<file path="src/rtl/embedded_system_nios2_oci_dct_pkg.sv">
// Shared constants for the OCI dct producer/consumer pair: packet geometry
// and the flush FSM encodings.
package embedded_system_nios2_oci_dct_pkg;

  localparam int SLOT_W = 2;
  localparam int SLOTS  = 15;
  localparam int BUF_W  = SLOT_W * SLOTS;
  localparam int CNT_W  = 4;

  localparam logic [1:0] ST_RUN   = 2'd0;
  localparam logic [1:0] ST_FLUSH = 2'd1;
  localparam logic [1:0] ST_ENDED = 2'd2;

endpackage

</file>
<file path="src/rtl/embedded_system_nios2_oci_dct_packer.sv">
// Packs 2-bit trace atoms into 15-slot dct packets and hands them out over
// valid/ready, with an end-of-test flush that drains the partial packet.
module embedded_system_nios2_oci_dct_packer
  import embedded_system_nios2_oci_dct_pkg::*;
(
  input  logic             clk,
  input  logic             reset,
  input  logic             atm_valid,
  input  logic [SLOT_W-1:0] atm_code,
  input  logic             flush,
  output logic [BUF_W-1:0] dct_buffer,
  output logic [CNT_W-1:0] dct_count,
  output logic             dct_valid,
  input  logic             dct_ready,
  output logic             overflow,
  output logic             test_ending,
  output logic             test_has_ended
);

  logic [1:0]       state_reg;
  logic [BUF_W-1:0] acc_reg;
  logic [CNT_W-1:0] acc_cnt_reg;

  logic             out_free, atom_in, acc_full, handoff, accept, merge, drop;
  logic [BUF_W-1:0] acc_plus, pkt_buf;
  logic [CNT_W-1:0] pkt_cnt;
  logic             go_ended;

  always_comb begin
    out_free = !dct_valid || dct_ready;
    atom_in  = atm_valid && (state_reg == ST_RUN);
    acc_full = (acc_cnt_reg == CNT_W'(SLOTS));
    handoff  = out_free &&
               (((state_reg == ST_RUN) &&
                 (acc_full || (atom_in && acc_cnt_reg == CNT_W'(SLOTS - 1)))) ||
                ((state_reg == ST_FLUSH) && (acc_cnt_reg != '0)));
    accept   = atom_in && (!acc_full || handoff);
    // A non-full acc absorbs the atom before any handoff; a full acc hands
    // off as-is and the atom starts the next packet.
    merge    = accept && !acc_full;
    drop     = atom_in && acc_full && !handoff;
    acc_plus = acc_reg | (BUF_W'(atm_code) << {acc_cnt_reg, 1'b0});
    pkt_buf  = merge ? acc_plus : acc_reg;
    pkt_cnt  = merge ? acc_cnt_reg + CNT_W'(1) : acc_cnt_reg;
    go_ended = (state_reg == ST_FLUSH) && (acc_cnt_reg == '0) &&
               (!dct_valid || dct_ready);
  end

  always_ff @(posedge clk or posedge reset) begin
    if (reset) begin
      acc_reg     <= '0;
      acc_cnt_reg <= '0;
    end else if (handoff) begin
      acc_reg     <= (accept && acc_full) ? BUF_W'(atm_code) : '0;
      acc_cnt_reg <= (accept && acc_full) ? CNT_W'(1) : '0;
    end else if (accept) begin
      acc_reg     <= acc_plus;
      acc_cnt_reg <= pkt_cnt;
    end
  end

  always_ff @(posedge clk or posedge reset) begin
    if (reset) begin
      dct_buffer <= '0;
      dct_count  <= '0;
      dct_valid  <= 1'b0;
      overflow   <= 1'b0;
    end else begin
      if (handoff) begin
        dct_buffer <= pkt_buf;
        dct_count  <= pkt_cnt;
        dct_valid  <= 1'b1;
      end else if (dct_ready) begin
        dct_valid  <= 1'b0;
      end
      if (drop) overflow <= 1'b1;
    end
  end

  always_ff @(posedge clk or posedge reset) begin
    if (reset) begin
      state_reg      <= ST_RUN;
      test_ending    <= 1'b0;
      test_has_ended <= 1'b0;
    end else begin
      case (state_reg)
        ST_RUN: if (flush) begin
          state_reg   <= ST_FLUSH;
          test_ending <= 1'b1;
        end
        ST_FLUSH: if (go_ended) begin
          state_reg      <= ST_ENDED;
          test_has_ended <= 1'b1;
        end
        default: ;
      endcase
    end
  end

endmodule
</file>
<file path="config.mk">
export PLATFORM = sky130hd
export DESIGN_NAME = embedded_system_nios2_oci_dct_packer
export DESIGN_NICKNAME = d
export VERILOG_FILES = /design/src/rtl/embedded_system_nios2_oci_dct_pkg.sv /design/src/rtl/embedded_system_nios2_oci_dct_packer.sv
export SDC_FILE = /design/constraint.sdc
export NUM_CORES = 1
export LEC_CHECK = 0
export BUFFER_PORTS_ARGS = -buffer_cell sky130_fd_sc_hd__buf_2
export CORE_MARGIN = 2
export CORE_UTILIZATION = 55
export DETAILED_ROUTE_END_ITERATION = 10
export PLACE_DENSITY_LB_ADDON = 0.3
export SKIP_LAST_GASP = 1
export SYNTH_ARGS = -nofsm -noshare
export SYNTH_HDL_FRONTEND = slang
export SYNTH_SLANG_ARGS = --single-unit
export TNS_END_PERCENT = 10
</file>
<file path="constraint.sdc">
create_clock -name clk -period 2.7 [get_ports clk]
set_input_delay 0.135 -clock clk [delete_from_list [all_inputs] [get_ports clk]]
set_output_delay 0.135 -clock clk [all_outputs]
set_load 0.005 [all_outputs]
</file>
==> results.json <==
{
  "synth.largest_area_cell": "dfrtp_1",
  "peakVddDrop_mv": 0.501,
  "gr-total-overflow": 0,
  "synth-compound-area-share_pct": 18.4,
  "vias": 2177,
  "drive_gt1_share_pct": 25.6,
  "avgSynthCellArea_um2": 11.4,
  "finClkSkew_ns": 0.00787,
  "synth_top_family_by_area": "compound AO/OA/AOI/OAI gates",
  "antenna_found_initial": 0,
  "portBuffers": 44,
  "cts.sinks": 74,
  "final_util_pct": 65.3,
  "antenna_left": 0,
  "synth-adder-area-share_pct": 1.23,
  "finalCritPeriodShare_pct": 82.8,
  "cts_resized": 0,
  "syn_area_um2": 3060,
  "wirelength_mm": 6.08,
  "post-dp-hpwl_mm": 3.96,
  "r2r-end": "acc_reg[0]$_DFFE_PP0P_",
  "tightest_slew_ns": 0.566,
  "worst-path-max-fanout": 25,
  "route.detailed.drc": 0,
  "fmax_ghz": 0.447,
  "crit_path_end": "acc_reg[0]$_DFFE_PP0P_",
  "fin_crit_ns": 2.23,
  "io_pins": 45,
  "cts_buffers": 9,
  "drt_first_pass_iters": 4,
  "slew_headroom_pct": 62.2,
  "clock_path_buffers": 2,
  "yosysTopAreaCellShare_pct": 60.5,
  "rr_worst_depth": 6,
  "drtIter0Drc": 220,
  "cts_root_buf": "clkbuf_8",
  "critPathCaptureType": "flip-flop",
  "vias_per_cell": 5.60,
  "setup_viol": 0,
  "reg2reg_from": "acc_cnt_reg[1]$_DFFE_PP0P_",
  "wl_per_cell_um": 15.6,
  "antenna_cells": 0,
  "maxSlewViolCount": 0,
  "gp_congestion": 0.868,
  "htree_levels": 3,
  "final_common_cell": "dfrtp_1",
  "cts_tree": "yes",
  "regToRegSetupSlack_ns": 0.47,
  "drv_cap": 0,
  "path_class": "flip-flop to flip-flop",
  "power.leakage_uw": 0.00182,
  "whs_ns": 0.0830,
  "clk_latency_ns": 0.35,
  "finalSetupTns_ns": 0,
  "p_total_uw": 2610,
  "synth.net_count": 279,
  "finalWorstSetupSlack_ns": 0.465,
  "fp.coreArea_um2": 5440,
  "final_cell_mix": "dfrtp_1 (74), buf_2 (44), a21oi_1 (30)",
  "hold_violations": 0,
  "synth.area.mux_share_pct": 3.97,
  "critPathArrivalTime_ns": 2.51,
  "die-area_um2": 6180,
  "grt_pass1_wl_mm": 10.0,
  "layout.nets": 322,
  "synthCells": 269,
  "startpoint": "acc_cnt_reg[1]$_DFFE_PP0P_",
  "initial_utilization_pct": 56.3,
  "die_h_um": 78.6,
  "grt_pass1_vias": 2008,
  "yosys_warnings": 0,
  "ys_ff_latch": 74,
  "ys_seq_area_share_pct": 60.5,
  "rsz0062_at_grt": "no",
  "synthToLayoutAreaGrowth_pct": 16.0,
  "track_usage_pct": 21.4,
  "rows": 27,
  "synth_xor_xnor_area_share_pct": 0.286,
  "placement.setup.worst_slack_ns": 0.509,
  "synth.distinct_cells": 32,
  "die_x_um": 78.6,
  "power_density_nw_per_um2": 734,
  "worstPathRequired_ns": 2.97,
  "outcome": "complete, no violations",
  "clkTransAtPathRegs_ns": 0.08,
  "worstHoldPathType": "input pin to flip-flop",
  "synth.area.top_cells": "dfrtp_1 (61%), o31ai_1 (6.9%), a21oi_1 (4.9%), o21ai_0 (4.6%), nor2_1 (3.4%)",
  "start_kind": "flip-flop",
  "grt_max_degree": 75,
  "synth-simple-area-share_pct": 11.4
}
## worst min-delay path by stage
stage	start	to	cells past startpoint
final	atm_code[1]	acc_reg[1]$_DFFE_PP0P_	3
after global routing	atm_code[1]	acc_reg[1]$_DFFE_PP0P_	3
after detailed placement	reset	acc_reg[11]$_DFFE_PP0P_	3
after global placement	reset	dct_buffer[3]$_DFFE_PP0N_	3
after CTS	atm_code[0]	acc_reg[0]$_DFFE_PP0P_	3
after floorplan	flush	test_ending$_DFFE_PP0P_	1
## through the flow
step	cell area [µm²]	instances
CTS	3550	389
finish	3550	389
detailed placement	3300	371
global placement	3300	371
floorplan	3060	269
global route	3550	389
## repair_timing
action | in CTS | in global routing
buffers inserted | 0 | 0
hold endpoints to repair | 75 | 0
hold buffers | 2 | 0
## per-layer routing
layer / global-route usage, % / wire (µm) / up-vias
li1: - / - / 1041
met1: 30.0 / 2900 / 1060
met2: 30.7 / 2740 / 62
met3: 4.60 / 294 / 14
met4: 12.5 / 136 / 0
met5: 0 / 0 / -
## cells in the mapped netlist
cell type and n:
and2_1 1, nor3b_2 1, buf_6 5, o22a_1 1, nor2b_1 8, buf_4 3
nand3_1 2, mux2_2 9, buf_2 1, nand2_1 5, or2_0 1, o21ai_0 28
nor2_4 1, dfrtp_1 74, o31ai_1 28, o21bai_1 1, a21o_1 4, a21oi_1 30
nor3_2 2, ha_1 3, o32a_2 1, nor2_1 28, nand4_1 1, clkbuf_1 9
nand2b_1 4, a31oi_1 1, inv_1 3, xnor2_1 1, mux2i_1 2, and3_1 8
or3b_4 1, nor3b_1 2
## final cells by class
| cell class | count | area, µm² |
|---|---|---|
| clock buffer | 10 | 138 |
| clock inverter | 6 | 88.8 |
| fill | 439 | 1890 |
| inverter | 3 | 11.3 |
| multi-input combinational | 174 | 1090 |
| sequential | 74 | 1850 |
| tap | 72 | 90.1 |
| timing repair buffer | 50 | 283 |
## critical path, stage by stage, from the launching register on
cell     delay [ns]
dfrtp_1        0.48
ha_1           0.31
a21oi_1        0.08
o32a_2         0.36
nor2_4         0.35
buf_4          0.35
mux2i_1        0.22
## power breakdown
| part | internal (µW) | total (µW) | switching (µW) | leakage, µW |
|---|---|---|---|---|
| clock | 547 | 962 | 415 | 0.000109 |
| combinational | 155 | 364 | 209 | 0.000698 |
| sequential | 1210 | 1280 | 74.7 | 0.00101 |
## kinds of logic after synthesis
group | Yosys count
mux | 11
fa+ha+maj | 3
compound gates | 94
buf+inv | 21
flops | 74
xor+xnor | 1
simple gates | 65
Note: power is estimated with default switching activity, not from simulation.
